[config.mk]
export PLATFORM = sky130hd
export DESIGN_NAME = intr_dispatch
export DESIGN_NICKNAME = d
export VERILOG_FILES = /design/src/rtl/intr_dispatch.sv
export SDC_FILE = /design/constraint.sdc
export NUM_CORES = 1
export LEC_CHECK = 0
export ABC_AREA = 1
export BUFFER_PORTS_ARGS = -buffer_cell sky130_fd_sc_hd__buf_2
export CORE_ASPECT_RATIO = 0.8
export CORE_MARGIN = 2
export CORE_UTILIZATION = 45
export DETAILED_ROUTE_END_ITERATION = 16
export HOLD_SLACK_MARGIN = 0.06
export PLACE_DENSITY_LB_ADDON = 0.05
export SLEW_MARGIN = 30
export SYNTH_ARGS = -nofsm -noshare
export SYNTH_HDL_FRONTEND = slang
export SYNTH_SLANG_ARGS = --single-unit
[constraint.sdc]
create_clock -name clk -period 2.55 [get_ports clk]
set_input_delay 0.255 -clock clk [delete_from_list [all_inputs] [get_ports clk]]
set_output_delay 0.255 -clock clk [all_outputs]
set_load 0.01 [all_outputs]
[src/rtl/intr_dispatch.sv]
// Interrupt dispatcher: pushes the interrupted PC on a small return stack, redirects
// to a per-line vector, and restores the PC on return-from-interrupt.
module intr_dispatch #(
    parameter int                   PC_WIDTH   = 10,
    parameter int                   DEPTH      = 4,
    parameter logic [PC_WIDTH-1:0]  VEC_BASE   = 10'h3C0,
    parameter int                   VEC_STRIDE = 4
) (
    input  logic                clk,
    input  logic                reset,
    input  logic [7:0]          intr_active,
    input  logic [PC_WIDTH-1:0] pc_current,
    input  logic                s_return_intr,
    output logic                s_intr_jump,
    output logic                s_intr_ret,
    output logic [PC_WIDTH-1:0] pc_target,
    output logic [2:0]          intr_level,
    output logic                s_stack_full,
    output logic                s_err_overflow,
    output logic                s_err_underflow
);

    // state | meaning
    // IDLE  | waiting for an eligible request or a RETI
    // SAVE  | push return PC and line, mark line in service
    // JUMP  | one-cycle pulse, pc_target = line vector
    // RET   | one-cycle pulse, pc_target = popped return PC
    typedef enum logic [1:0] {ST_IDLE, ST_SAVE, ST_JUMP, ST_RET} state_t;

    state_t              r_state;
    state_t              w_next;
    logic [2:0]          r_level;
    logic [2:0]          r_cand;
    logic [7:0]          r_in_service;
    logic [PC_WIDTH-1:0] r_stack_pc [DEPTH];
    logic [2:0]          r_stack_ln [DEPTH];
    logic                r_err_ovf;
    logic                r_err_udf;

    logic [7:0]          w_pending;
    logic                w_any;
    logic [2:0]          w_cand;
    logic [2:0]          w_top_ln;
    logic [PC_WIDTH-1:0] w_pop_pc;
    logic [PC_WIDTH-1:0] w_vec;
    logic                w_full;
    logic                w_eligible;
    logic                w_do_ret;
    logic                w_set_ovf;
    logic                w_set_udf;

    always_comb begin
        w_pending = intr_active & ~r_in_service;
        w_any     = |w_pending;
        w_cand    = '0;
        for (int i = 7; i >= 0; i--) begin
            if (w_pending[i]) w_cand = 3'(i);
        end
    end

    // RET is entered with r_level already decremented, so the popped entry sits at r_level.
    always_comb begin
        w_top_ln = '0;
        w_pop_pc = '0;
        for (int i = 0; i < DEPTH; i++) begin
            if (r_level == 3'(i + 1)) w_top_ln = r_stack_ln[i];
            if (r_level == 3'(i))     w_pop_pc = r_stack_pc[i];
        end
    end

    assign w_full     = (r_level == 3'(DEPTH));
    assign w_eligible = (r_level == 3'd0) || (w_cand < w_top_ln);
    assign w_vec      = VEC_BASE + PC_WIDTH'(r_cand) * PC_WIDTH'(VEC_STRIDE);

    always_comb begin
        w_next    = r_state;
        w_do_ret  = 1'b0;
        w_set_ovf = 1'b0;
        w_set_udf = 1'b0;
        case (r_state)
            ST_IDLE: begin
                if (s_return_intr) begin
                    if (r_level != 3'd0) begin
                        w_next   = ST_RET;
                        w_do_ret = 1'b1;
                    end else begin
                        w_set_udf = 1'b1;
                    end
                end else if (w_any && w_eligible) begin
                    if (w_full) w_set_ovf = 1'b1;
                    else        w_next    = ST_SAVE;
                end
            end
            ST_SAVE: w_next = ST_JUMP;
            ST_JUMP: w_next = ST_IDLE;
            ST_RET:  w_next = ST_IDLE;
            default: w_next = ST_IDLE;
        endcase
    end

    always_ff @(posedge clk or posedge reset) begin
        if (reset) begin
            r_state      <= ST_IDLE;
            r_level      <= '0;
            r_cand       <= '0;
            r_in_service <= '0;
            r_err_ovf    <= 1'b0;
            r_err_udf    <= 1'b0;
            for (int i = 0; i < DEPTH; i++) begin
                r_stack_pc[i] <= '0;
                r_stack_ln[i] <= '0;
            end
        end else begin
            r_state <= w_next;
            if (r_state == ST_IDLE) r_cand <= w_cand;
            if (w_set_ovf) r_err_ovf <= 1'b1;
            if (w_set_udf) r_err_udf <= 1'b1;
            if (r_state == ST_SAVE) begin
                for (int i = 0; i < DEPTH; i++) begin
                    if (r_level == 3'(i)) begin
                        r_stack_pc[i] <= pc_current;
                        r_stack_ln[i] <= r_cand;
                    end
                end
                r_in_service[r_cand] <= 1'b1;
                r_level              <= r_level + 3'd1;
            end
            if (w_do_ret) begin
                r_in_service[w_top_ln] <= 1'b0;
                r_level                <= r_level - 3'd1;
            end
        end
    end

    always_comb begin
        s_intr_jump     = (r_state == ST_JUMP);
        s_intr_ret      = (r_state == ST_RET);
        pc_target       = '0;
        if (r_state == ST_JUMP)     pc_target = w_vec;
        else if (r_state == ST_RET) pc_target = w_pop_pc;
        intr_level      = r_level;
        s_stack_full    = w_full;
        s_err_overflow  = r_err_ovf;
        s_err_underflow = r_err_udf;
    end

endmodule

==> impl_summary.log, run 1 <==
INFO  metric run_status = completed
INFO  metric drtPass1Iterations = 5
INFO  metric clock_sinks = 70
INFO  metric drt.antenna.violating_nets = 0
INFO  metric clkTransAtPathRegs = 70 ps
INFO  metric reg2regPathDepth = 19
INFO  metric post_layout_nonfiller_instances = 552
INFO  metric fp.dieW = 100.2 µm
INFO  metric drt_iter0_markers = 171
INFO  metric power.sequential.fraction = 38.7%
INFO  metric cpPeakStageDelay = 440 ps
INFO  metric grt_first_pass_wirelength = 13.36 mm
INFO  metric synth_enable_flop_cells = 0
INFO  metric finalCriticalPeriod = 2384 ps
INFO  metric class_of_the_tightest_hold_or_removal_check = input port to flop
INFO  metric critPathSlowestCell = sky130_fd_sc_hd__dfrtp_1
INFO  metric power.share.combinational = 44.7%
INFO  metric final-hold-violation-count = 0
INFO  metric synth-warning-count = 0
INFO  metric slew-limit-headroom = 45.97%
INFO  metric row_count = 28
INFO  metric power.switching_fraction = 41.37%
INFO  metric htree_num_levels = 3
INFO  metric num_vias = 2820
INFO  metric crit_path_start_kind = flop
INFO  metric number_of_nets_produced_by_synthesis = 430
INFO  metric grt_overflow = 0
INFO  metric worst_skew_pair.late_latency = 350 ps
INFO  metric routabilityCongestion = 0.8114
INFO  metric synthFlopType = sky130_fd_sc_hd__dfrtp_1
INFO  metric total_leakage_power = 2.000 nW
INFO  metric synth_top_area_share = 52.63%
INFO  metric antenna_cells_inserted = 0
INFO  metric layout-drive-gt1-share = 18.83%
INFO  metric top_level_ports = 39
INFO  metric cp.arrival = 2130 ps
INFO  metric crit_path_frequent_cell = sky130_fd_sc_hd__inv_2
INFO  metric detail_route.wl_per_cell = 14.62 µm
INFO  metric cts_tree = built
INFO  metric place_area = 0.003681 mm²
INFO  metric clockRootBuffer = sky130_fd_sc_hd__clkbuf_8
INFO  metric worst_setup_path_startpoint = intr_level[1]
INFO  metric cap_viol_max_count = 0
INFO  metric routed_wl = 8.068 mm
INFO  metric postSynthRegisterBits = 70
INFO  metric seq_area_frac_synth = 52.63%
INFO  metric maximum_number_of_pins_on_one_net_before_global_route_repair = 36
INFO  metric grt_usage = 21.47%
INFO  metric p_int = 2.973 mW
INFO  metric post_synth_instance_area = 0.003328 mm²
INFO  metric area_delta_synth_final = 18.72%
INFO  metric count_of_input_and_output_buffers = 38
INFO  metric power_per_cell_area = 1283 mW/mm²
INFO  metric category_of_the_critical_setup_timing_path = flop to primary output
INFO  metric min_period_over_period = 93.48%
INFO  metric synthArstFlopShare = 100.0%
INFO  metric clock_network_fraction_of_design_power = 16.6%
INFO  metric num-nets-final = 488
INFO  metric r2r_end = r_state[0]
INFO  metric reg2reg_from = intr_level[1]
INFO  metric max_clock_freq = 419.5 MHz
INFO  metric sequential_cell_area = 0.001753 mm²
INFO  metric fillerInstances = 713
INFO  metric synthTopCellsByCount = 110 x sky130_fd_sc_hd__nand2_1, 71 x sky130_fd_sc_hd__o21ai_0, 70 x sky130_fd_sc_hd__dfrtp_1
INFO  metric synth_area_per_cell = 8.300 µm²
INFO  metric critPathCaptureType = primary output
INFO  metric cts_made_buffers = 9
INFO  metric number_of_global_route_vias_before_repair = 2648
INFO  metric final.setup.tns = 0 ps
INFO  metric critPathMaxFanout = 8
INFO  metric worst_slew_pin_slew = 808.5 ps
INFO  metric worst_path_dominant_cell_family = buffers and inverters
INFO  metric clock_skew = 9.681 ps
INFO  metric die-area = 0.008104 mm²
INFO  metric post-route-cell-area = 0.003951 mm²
INFO  metric finalMaxSlewViolations = 0
INFO  metric netlist-cell-type-count = 26
INFO  metric post-place-cells = 530
INFO  metric crit_path_cell_trace = inv_2 > ha_2 > inv_2 > nor2_2 > buf_6 > buf_4 > a22oi_1 > o211ai_1 > o21ai_0 > o22ai_1 > buf_2
INFO  metric drc_errors = 0
INFO  metric power.ir.vdd_worst = 463.4 µV
INFO  metric place_hpwl = 5.608 mm
INFO  metric die_h = 80.92 µm
INFO  metric vias_per_cell = 5.109
INFO  metric start_util = 45.67%
INFO  metric hold-worst-slack = 212.6 ps
INFO  metric floorplan.core_area = 0.007287 mm²
INFO  metric count_of_buffering_cells_on_the_critical_path_with_inverters_included = 5
INFO  metric setup_violations = 0
INFO  metric synthMostInstantiatedCell = sky130_fd_sc_hd__nand2_1
INFO  metric timing.critical_path.required = 2300 ps
INFO  metric timing.reg2reg.setup_slack = 290 ps
INFO  metric synthCells = 401
INFO  metric grt_antenna_before_repair = 0
INFO  metric multi_input_area = 0.001373 mm²
INFO  metric cp-endpoint = pc_target[2]
INFO  metric critical_path_cell_count = 11
INFO  metric total_net_switching_power = 2.098 mW
INFO  metric cts-root-to-sink-buffers = 2
INFO  metric yosysTopAreaCell = sky130_fd_sc_hd__dfrtp_1
INFO  metric synth.top_cells.by_area = sky130_fd_sc_hd__dfrtp_1 53%, sky130_fd_sc_hd__nand2_1 12%, sky130_fd_sc_hd__o21ai_0 11%
[cell usage in the layout, fill, tap and decap left out, types with 2 or more instances in the layout]
master / n
sky130_fd_sc_hd__clkbuf_8: 9
sky130_fd_sc_hd__inv_1: 37
sky130_fd_sc_hd__dfrtp_1: 69
sky130_fd_sc_hd__o22ai_1: 4
sky130_fd_sc_hd__o21ai_1: 3
sky130_fd_sc_hd__clkinvlp_4: 2
sky130_fd_sc_hd__nor3_1: 4
sky130_fd_sc_hd__o21ai_0: 71
sky130_fd_sc_hd__buf_2: 38
sky130_fd_sc_hd__nand3_1: 6
sky130_fd_sc_hd__nor2_4: 2
sky130_fd_sc_hd__a31oi_1: 3
sky130_fd_sc_hd__clkinv_1: 2
sky130_fd_sc_hd__nor2_1: 17
sky130_fd_sc_hd__ha_2: 2
sky130_fd_sc_hd__a22oi_1: 10
sky130_fd_sc_hd__buf_4: 18
sky130_fd_sc_hd__inv_2: 6
sky130_fd_sc_hd__o211ai_1: 9
sky130_fd_sc_hd__nand2_1: 109
sky130_fd_sc_hd__ha_1: 6
sky130_fd_sc_hd__a21oi_1: 20
[metal layers]
metal / vias up / GRT usage, % / part of all wire [%]
met1: 1302 / 32.89 / 52
met5: - / 0 / 0
li1: 1444 / - / -
met2: 65 / 30.00 / 42
met4: 0 / 5.068 / 0.95
met3: 9 / 6.024 / 5.3
[worst min-delay path by stage]
stage	end	slack, ps	startpoint	cells after the start
after floorplan	r_stack_pc[36]	440	pc_current[6]	2
after global placement	intr_level[2]	390	reset	3
after detailed placement	r_stack_pc[6]	390	reset	3
after CTS	r_stack_pc[9]	190	pc_current[9]	3
after global routing	r_stack_pc[23]	210	pc_current[3]	3
final	r_stack_pc[9]	210	pc_current[9]	3
[timing repair]
item | 4_1_cts | 5_1_grt
hold endpoints to repair | 70 | 0
hold buffers | 1 | 0
pin swaps | 0 | 2
gates resized for setup | 1 | 7
gates cloned | 0 | 0
setup endpoints to repair | 9 | 10
buffers inserted | 0 | 7
[metrics by stage]
stage	util [%]	worst slack, ps	total power [mW]
6_report	54.22	166.3	5.071
5_1_grt	54.22	-8.822	5.569
4_1_cts	53.16	63.96	4.981
3_5_place_dp	50.52	290.2	4.112
3_3_place_gp	50.52	346.1	4.076
2_1_floorplan	-	440.7	3.407
[power groups by stage]
stage	clock, mW	combinational (mW)	sequential, mW
after detailed placement	0	2.15	1.96
after CTS	0.864	2.17	1.95
after global routing	0.909	2.63	2.03
final	0.839	2.27	1.96
after floorplan	0	1.49	1.92
after global placement	0	2.12	1.96
[tightest hold or removal path: cells and delay by family]
family | cells | cell delay, ps
buf+inv | 2 | 170
compound gates | 1 | 90
[cells by family after synthesis]
kind of cell / Yosys count / synth area share, %
buf+inv: 57 / 6.504
xor+xnor: 1 / 0.2632
fa+ha+maj: 8 / 3.008
compound gates: 124 / 20.86
flops: 70 / 52.63
simple gates: 141 / 16.73
[sequential cells by signal, summed over array words and instances (netlist names)]
signal           cells
r_stack_pc          40
r_stack_ln          12
r_in_service         8
intr_level           3
r_cand               3
r_state              2
s_err_overflow       1
s_err_underflow      1
[final cells by class]
type | count | share of cell area [%]
inverter | 45 | 4.275
timing repair buffer | 59 | 9.278
clock inverter | 4 | 1.267
multi-input combinational | 274 | 34.74
tap | 90 | 2.850
sequential | 70 | 44.36
clock buffer | 10 | 3.230
Note: power is estimated with default switching activity, not from simulation.
==> run 2: changes to the inputs <==
--- a/config.mk
+++ b/config.mk
@@ -13,6 +13,7 @@
 export DETAILED_ROUTE_END_ITERATION = 16
 export HOLD_SLACK_MARGIN = 0.06
 export PLACE_DENSITY_LB_ADDON = 0.05
+export RECOVER_POWER = 25
 export SLEW_MARGIN = 30
 export SYNTH_ARGS = -nofsm -noshare
 export SYNTH_HDL_FRONTEND = slang
==> impl_summary.log, run 2 (synthesis results as in run 1) <==
INFO  metric max_clock_freq = 419.6 MHz (about the same)
INFO  metric critPathCaptureType = primary output
INFO  metric drt.antenna.violating_nets = 0 (unchanged)
INFO  metric grt_first_pass_wirelength = 13.36 mm (unchanged)
INFO  metric total_leakage_power = 2.000 nW (about the same)
INFO  metric max_flop_register = r_stack_pc
INFO  metric category_of_the_critical_setup_timing_path = flop to primary output
INFO  metric detail_route.wl_per_cell = 14.61 µm (about the same)
INFO  metric class_of_the_tightest_hold_or_removal_check = input port to flop
INFO  metric htree_num_levels = 3 (unchanged)
INFO  metric post-route-cell-area = 0.003946 mm² (-0.13%)
INFO  metric grt_usage = 21.47% (unchanged)
INFO  metric worst_path_dominant_cell_family = buffers and inverters
INFO  metric grt_antenna_before_repair = 0 (unchanged)
INFO  metric min_period_over_period = 93.47% (about the same)
INFO  metric routed_wl = 8.062 mm (about the same)
INFO  metric die-area = 0.008104 mm² (unchanged)
INFO  metric area_delta_synth_final = 18.57%
INFO  metric clockRootBuffer = sky130_fd_sc_hd__clkbuf_8
INFO  metric power.share.combinational = 44.7% (about the same)
INFO  metric top_level_ports = 39 (unchanged)
INFO  metric crit_path_frequent_cell = sky130_fd_sc_hd__inv_2
INFO  metric final_common_cell = sky130_fd_sc_hd__nand2_1
INFO  metric reg2regPathDepth = 19 (unchanged)
INFO  metric timing.critical_path.required = 2300 ps (about the same)
INFO  metric worst_slew_pin_slew = 875.3 ps (+66.83 ps)
INFO  metric layout-drive-gt1-share = 18.61% (-0.22 points)
INFO  metric grtUsageMet1 = 32.89% (unchanged)
INFO  metric place_hpwl = 5.608 mm (unchanged)
INFO  metric leading_cell_types_in_the_layout_fill_and_taps_excluded = 109 x sky130_fd_sc_hd__nand2_1, 71 x sky130_fd_sc_hd__o21ai_0, 69 x sky130_fd_sc_hd__dfrtp_1
INFO  metric hold_path.startpoint = pc_current[9]
INFO  metric gr-usage-met3 = 6.024% (unchanged)
INFO  metric crit_path_start_kind = flop
INFO  metric floorplan.core_area = 0.007287 mm² (unchanged)
INFO  metric finalCriticalPeriod = 2383 ps (-0.3340 ps)
INFO  metric run_status = completed
INFO  metric place_area = 0.003681 mm² (unchanged)
INFO  metric count_of_buffering_cells_on_the_critical_path_with_inverters_included = 5 (unchanged)
INFO  metric num_vias = 2818 (-0.071%)
INFO  metric fp.dieW = 100.2 µm (unchanged)
INFO  metric drtPass1Iterations = 5 (unchanged)
INFO  metric clock_network_fraction_of_design_power = 16.6% (about the same)
INFO  metric crit_path_cell_trace = inv_2 > ha_2 > inv_2 > nor2_2 > buf_6 > buf_4 > a22oi_1 > o211ai_1 > o21ai_0 > o22ai_1 > buf_2
INFO  metric total_net_switching_power = 2.097 mW (about the same)
INFO  metric number_of_global_route_vias_before_repair = 2648 (unchanged)
INFO  metric min_delay_path_depth = 3 (unchanged)
INFO  metric antenna_cells_inserted = 0 (unchanged)
INFO  metric maximum_number_of_pins_on_one_net_before_global_route_repair = 36 (unchanged)
INFO  metric vias_per_cell = 5.105 (about the same)
INFO  metric clkTransAtPathRegs = 70 ps (about the same)
INFO  metric reg2reg_from = intr_level[1]
INFO  metric critPathMaxFanout = 8 (unchanged)
INFO  metric r2r_end = r_state[0]
INFO  metric gr-max-usage-layer = met1
INFO  metric p_int = 2.972 mW (about the same)
INFO  metric drt_iter0_markers = 171 (unchanged)
INFO  metric cts-root-to-sink-buffers = 2 (unchanged)
INFO  metric top_registers = r_stack_pc x40, r_stack_ln x12, r_in_service x8
INFO  metric power.ir.vdd_worst = 463.4 µV (about the same)
INFO  metric power.sequential.fraction = 38.8% (about the same)
INFO  metric slew-limit-headroom = 41.65% (-4.3 points)
INFO  metric setup_violations = 0 (unchanged)
INFO  metric critPathSlowestCell = sky130_fd_sc_hd__dfrtp_1
INFO  metric worst_skew_pair.late_latency = 350 ps (about the same)
INFO  metric grt_overflow = 0 (unchanged)
INFO  metric finalMaxSlewViolations = 0 (unchanged)
INFO  metric clock_skew = 9.781 ps (+0.09976 ps)
INFO  metric largest_register_ff_count = 40 (unchanged)
INFO  metric clock_sinks = 70 (unchanged)
INFO  metric final-hold-violation-count = 0 (unchanged)
INFO  metric use_met2 = 30.00% (unchanged)
INFO  metric power_per_cell_area = 1285 mW/mm² (about the same)
INFO  metric cts_made_buffers = 9 (unchanged)
INFO  metric cts_tree = built
INFO  metric cap_viol_max_count = 0 (unchanged)
INFO  metric finalCoreUtilization = 54.16% (-0.069 points)
INFO  metric drc_errors = 0 (unchanged)
INFO  metric hold-worst-slack = 212.8 ps (+0.1590 ps)
INFO  metric cp.arrival = 2130 ps (about the same)
INFO  metric start_util = 45.67% (unchanged)
INFO  metric row_count = 28 (unchanged)
INFO  metric timing.reg2reg.setup_slack = 290 ps (about the same)
INFO  metric die_h = 80.92 µm (unchanged)
INFO  metric routabilityCongestion = 0.8114 (unchanged)
INFO  metric cpPeakStageDelay = 440 ps (about the same)
INFO  metric min_to = r_stack_pc[9]
INFO  metric count_of_input_and_output_buffers = 38 (unchanged)
INFO  metric num-nets-final = 488 (unchanged)
INFO  metric power.switching_fraction = 41.37% (about the same)
[run 2: cell count changes in the layout (fill, tap and decap cells not counted)]
cell | before | now
sky130_fd_sc_hd__buf_4 | 18 | 16
sky130_fd_sc_hd__clkbuf_2 | 0 | 2
sky130_fd_sc_hd__inv_1 | 37 | 38
sky130_fd_sc_hd__inv_2 | 6 | 5
[run 2: worst reg2reg max path, delay by kind of cell (launching register included)]
family	cells	cell delay, ps
buffers and inverters	5	470
AND/OR/NAND/NOR	11	650
flip-flops	1	440
AO/OA/AOI/OAI	1	80
adder cells (fa/ha/maj)	2	510
[run 2: through the flow]
| step | power, mW | std cells | worst slack, ps | TNS (ps) |
|---|---|---|---|---|
| 2_1_floorplan | 3.407 | 401 | 440.7 | 0 |
| 3_3_place_gp | 4.076 | 530 | 346.1 | 0 |
| 3_5_place_dp | 4.112 | 530 | 290.2 | 0 |
| 4_1_cts | 4.981 | 545 | 63.96 | 0 |
| 5_1_grt | 5.568 | 552 | -8.822 | -13.79 |
| 6_report | 5.069 | 552 | 166.6 | 0 |
[run 2: layer usage]
metal,up-vias,share of wire (%)
met5,-,0
met2,58,42
met1,1307,52
li1,1444,-
met3,9,4.6
met4,0,0.94
[run 2: worst max-delay path by stage]
stage | startpoint | end | slack [ps] | cells after the start
6_report | intr_level[1] | pc_target[2] | 170 | 11
5_1_grt | intr_level[0] | pc_target[3] | -9 | 10
4_1_cts | intr_level[0] | pc_target[7] | 60 | 9
3_5_place_dp | intr_level[0] | r_state[0] | 290 | 19
3_3_place_gp | intr_level[0] | r_state[0] | 350 | 19
2_1_floorplan | intr_level[0] | r_state[0] | 440 | 16
[run 2: final cells by class]
class                   count  area (µm²)
well taps                  90       112.6
fillers                   715        3341
clock inverters             4       50.05
multi-input cells         274        1373
flip-flops and latches     70        1753
inverters                  45       168.9
clock buffers              10       127.6
repair buffers             59       361.6
[run 2: timing repair]
item	in CTS	in global routing
pin swaps	0	2
gates resized for setup	1	7
hold buffers	1	0
setup endpoints to repair	9	10
hold endpoints to repair	70	0
setup buffers	0	7
[run 2: power groups by stage]
stage	clock (mW)	sequential, mW	combinational (mW)
final	0.839	1.96	2.27
after global routing	0.909	2.03	2.63
after CTS	0.864	1.95	2.17
after detailed placement	0	1.96	2.15
after global placement	0	1.96	2.12
after floorplan	0	1.92	1.49
==> run 3: changes to the inputs <==
--- a/config.mk
+++ b/config.mk
@@ -12,7 +12,6 @@
 export CORE_UTILIZATION = 45
 export DETAILED_ROUTE_END_ITERATION = 16
 export HOLD_SLACK_MARGIN = 0.06
-export PLACE_DENSITY_LB_ADDON = 0.05
 export RECOVER_POWER = 25
 export SLEW_MARGIN = 30
 export SYNTH_ARGS = -nofsm -noshare
==> impl_summary.log, run 3 (synthesis results as in run 1) <==
INFO  metric run_status = completed
INFO  metric min_period_over_period = 95.40% (+1.9 points)
INFO  metric wirelength_met1 = 4.127 mm (-1.9%)
INFO  metric top_level_ports = 39 (unchanged)
INFO  metric cts_made_buffers = 9 (unchanged)
INFO  metric grt_antenna_before_repair = 0 (unchanged)
INFO  metric finalCriticalPeriod = 2433 ps (+49.38 ps)
INFO  metric post-route-cell-area = 0.003985 mm² (+0.98%)
INFO  metric cp-endpoint = pc_target[4]
INFO  metric area_delta_synth_final = 19.74%
INFO  metric r2r_end = r_state[0]
INFO  metric worst_setup_path_startpoint = intr_level[1]
INFO  metric antenna_cells_inserted = 0 (unchanged)
INFO  metric hold-worst-slack = 208.7 ps (-4.052 ps)
INFO  metric maximum_number_of_pins_on_one_net_before_global_route_repair = 41 (+14%)
INFO  metric max_clock_freq = 411.1 MHz (-2.0%)
INFO  metric slew-limit-headroom = 19.86% (-22 points)
INFO  metric grt_overflow = 0 (unchanged)
INFO  metric power.ir.vdd_worst = 510.7 µV (+10%)
INFO  metric clockRootBuffer = sky130_fd_sc_hd__clkbuf_8
INFO  metric crit_path_start_kind = flop
INFO  metric detail_route.wl_per_cell = 14.62 µm (about the same)
INFO  metric final.setup.tns = 0 ps (unchanged)
INFO  metric cp.arrival = 2180 ps (+50 ps)
INFO  metric worst_slew_pin_slew = 1201 ps (+325.6 ps)
INFO  metric critPathMaxFanout = 11 (+3)
INFO  metric category_of_the_critical_setup_timing_path = flop to primary output
INFO  metric max_flop_register = r_stack_pc
INFO  metric num-nets-final = 485 (-0.61%)
INFO  metric top_signal_layer_used = met4
INFO  metric timing.critical_path.required = 2300 ps (about the same)
INFO  metric number_of_global_route_vias_before_repair = 2629 (-0.72%)
INFO  metric grt_usage = 21.73% (+0.26 points)
INFO  metric power_per_cell_area = 1308 mW/mm² (+1.8%)
INFO  metric drt.antenna.violating_nets = 0 (unchanged)
INFO  metric die-area = 0.008104 mm² (unchanged)
INFO  metric row_count = 28 (unchanged)
INFO  metric fp.dieW = 100.2 µm (unchanged)
INFO  metric final-hold-violation-count = 0 (unchanged)
INFO  metric htree_num_levels = 3 (unchanged)
INFO  metric reg2regPathDepth = 14 (-5)
INFO  metric drtPass1Iterations = 5 (unchanged)
INFO  metric clkTransAtPathRegs = 80 ps (about the same)
INFO  metric top_registers = r_stack_pc x40, r_stack_ln x12, r_in_service x8
INFO  metric grt_setup_unrepaired = yes
INFO  metric cap_viol_max_count = 0 (unchanged)
INFO  metric setup_violations = 0 (unchanged)
INFO  metric met3WireLength = 391 µm (+5.4%)
INFO  metric pre_cts_ws = 251.4 ps (-38.80 ps)
INFO  metric cts-root-to-sink-buffers = 2 (unchanged)
INFO  metric total_leakage_power = 2.020 nW (+1.0%)
INFO  metric cts_tree = built
INFO  metric clock_skew = 8.630 ps (-1.151 ps)
INFO  metric worst_skew_pair.late_latency = 350 ps (about the same)
INFO  metric count_of_input_and_output_buffers = 38 (unchanged)
INFO  metric drt_iter0_markers = 174 (+1.8%)
INFO  metric drc_errors = 0 (unchanged)
INFO  metric met2RoutedLength = 3.430 mm (+0.70%)
INFO  metric layout-drive-gt1-share = 17.57% (-1.0 points)
INFO  metric num_vias = 2862 (+1.6%)
INFO  metric routabilityCongestion = 0.8237 (+1.5%)
INFO  metric reg2reg_from = intr_level[0]
INFO  metric floorplan.core_area = 0.007287 mm² (unchanged)
INFO  metric power.total = 5.213 mW (+2.8%)
INFO  metric leading_cell_types_in_the_layout_fill_and_taps_excluded = 109 x sky130_fd_sc_hd__nand2_1, 71 x sky130_fd_sc_hd__o21ai_0, 69 x sky130_fd_sc_hd__dfrtp_1
INFO  metric grt_first_pass_wirelength = 13.37 mm (about the same)
INFO  metric place_area = 0.003701 mm² (+0.54%)
INFO  metric postLayoutSetupSlackWorst = 117.2 ps (-49.38 ps)
INFO  metric start_util = 45.67% (unchanged)
INFO  metric timing.reg2reg.setup_slack = 230 ps (-60 ps)
INFO  metric critPathCaptureType = primary output
INFO  metric vias_per_cell = 5.194 (+1.7%)
INFO  metric class_of_the_tightest_hold_or_removal_check = input port to flop
INFO  metric routed_wl = 8.054 mm (about the same)
INFO  metric largest_register_ff_count = 40 (unchanged)
INFO  metric die_h = 80.92 µm (unchanged)
INFO  metric finalMaxSlewViolations = 0 (unchanged)
INFO  metric clock_sinks = 70 (unchanged)
INFO  metric place_hpwl = 5.650 mm (+0.75%)
INFO  metric final_common_cell = sky130_fd_sc_hd__nand2_1
-- run 3: what timing repair did --
item	in CTS	in global routing
buffers inserted	0	3
pin swaps	0	1
endpoints found under the setup margin	9	11
hold buffers	1	0
endpoints found under the hold margin	30	0
resized for setup	1	6
-- run 3: final cells by class --
class	instances	area (µm²)
clock buffers	11	141.4
clock inverters	5	81.33
fillers	695	3302
inverters	45	168.9
multi-input cells	274	1370
flip-flops and latches	70	1753
well taps	90	112.6
repair buffers	56	357.8
-- run 3: worst min path at each step --
stage | start | endpoint | slack, ps | cells past startpoint
global placement | reset | intr_level[2] | 390 | 2
CTS | pc_current[0] | r_stack_pc[20] | 200 | 3
global route | pc_current[9] | r_stack_pc[9] | 220 | 3
detailed placement | reset | intr_level[2] | 390 | 2
finish | pc_current[0] | r_stack_pc[20] | 210 | 3
floorplan | pc_current[6] | r_stack_pc[36] | 440 | 2
-- run 3: worst max-delay path: stages, from the launching register on --
cell	delay (ps)
sky130_fd_sc_hd__dfrtp_1	430
sky130_fd_sc_hd__inv_1	130
sky130_fd_sc_hd__ha_2	240
sky130_fd_sc_hd__inv_2	40
sky130_fd_sc_hd__nor2_2	110
sky130_fd_sc_hd__buf_6	170
sky130_fd_sc_hd__a22oi_1	100
sky130_fd_sc_hd__o211ai_1	160
sky130_fd_sc_hd__o21ai_0	110
sky130_fd_sc_hd__o22ai_1	160
sky130_fd_sc_hd__buf_2	170
-- run 3: routing by layer --
metal	up-vias	track usage, %
met2	69	31.07
li1	1439	-
met4	0	5.616
met1	1343	32.01
met5	-	0
met3	11	6.713
-- run 3: power by group --
part	switching [mW]	internal, mW
Clock	0.434	0.580
Combinational	1.37	0.868
Sequential	0.320	1.64
Total	2.12	3.09
-- run 3: per-stage QoR --
| step | util [%] | cells |
|---|---|---|
| 2_1_floorplan | - | 401 |
| 3_3_place_gp | 50.79 | 531 |
| 3_5_place_dp | 50.79 | 531 |
| 4_1_cts | 54.05 | 548 |
| 5_1_grt | 54.69 | 551 |
| 6_report | 54.69 | 551 |
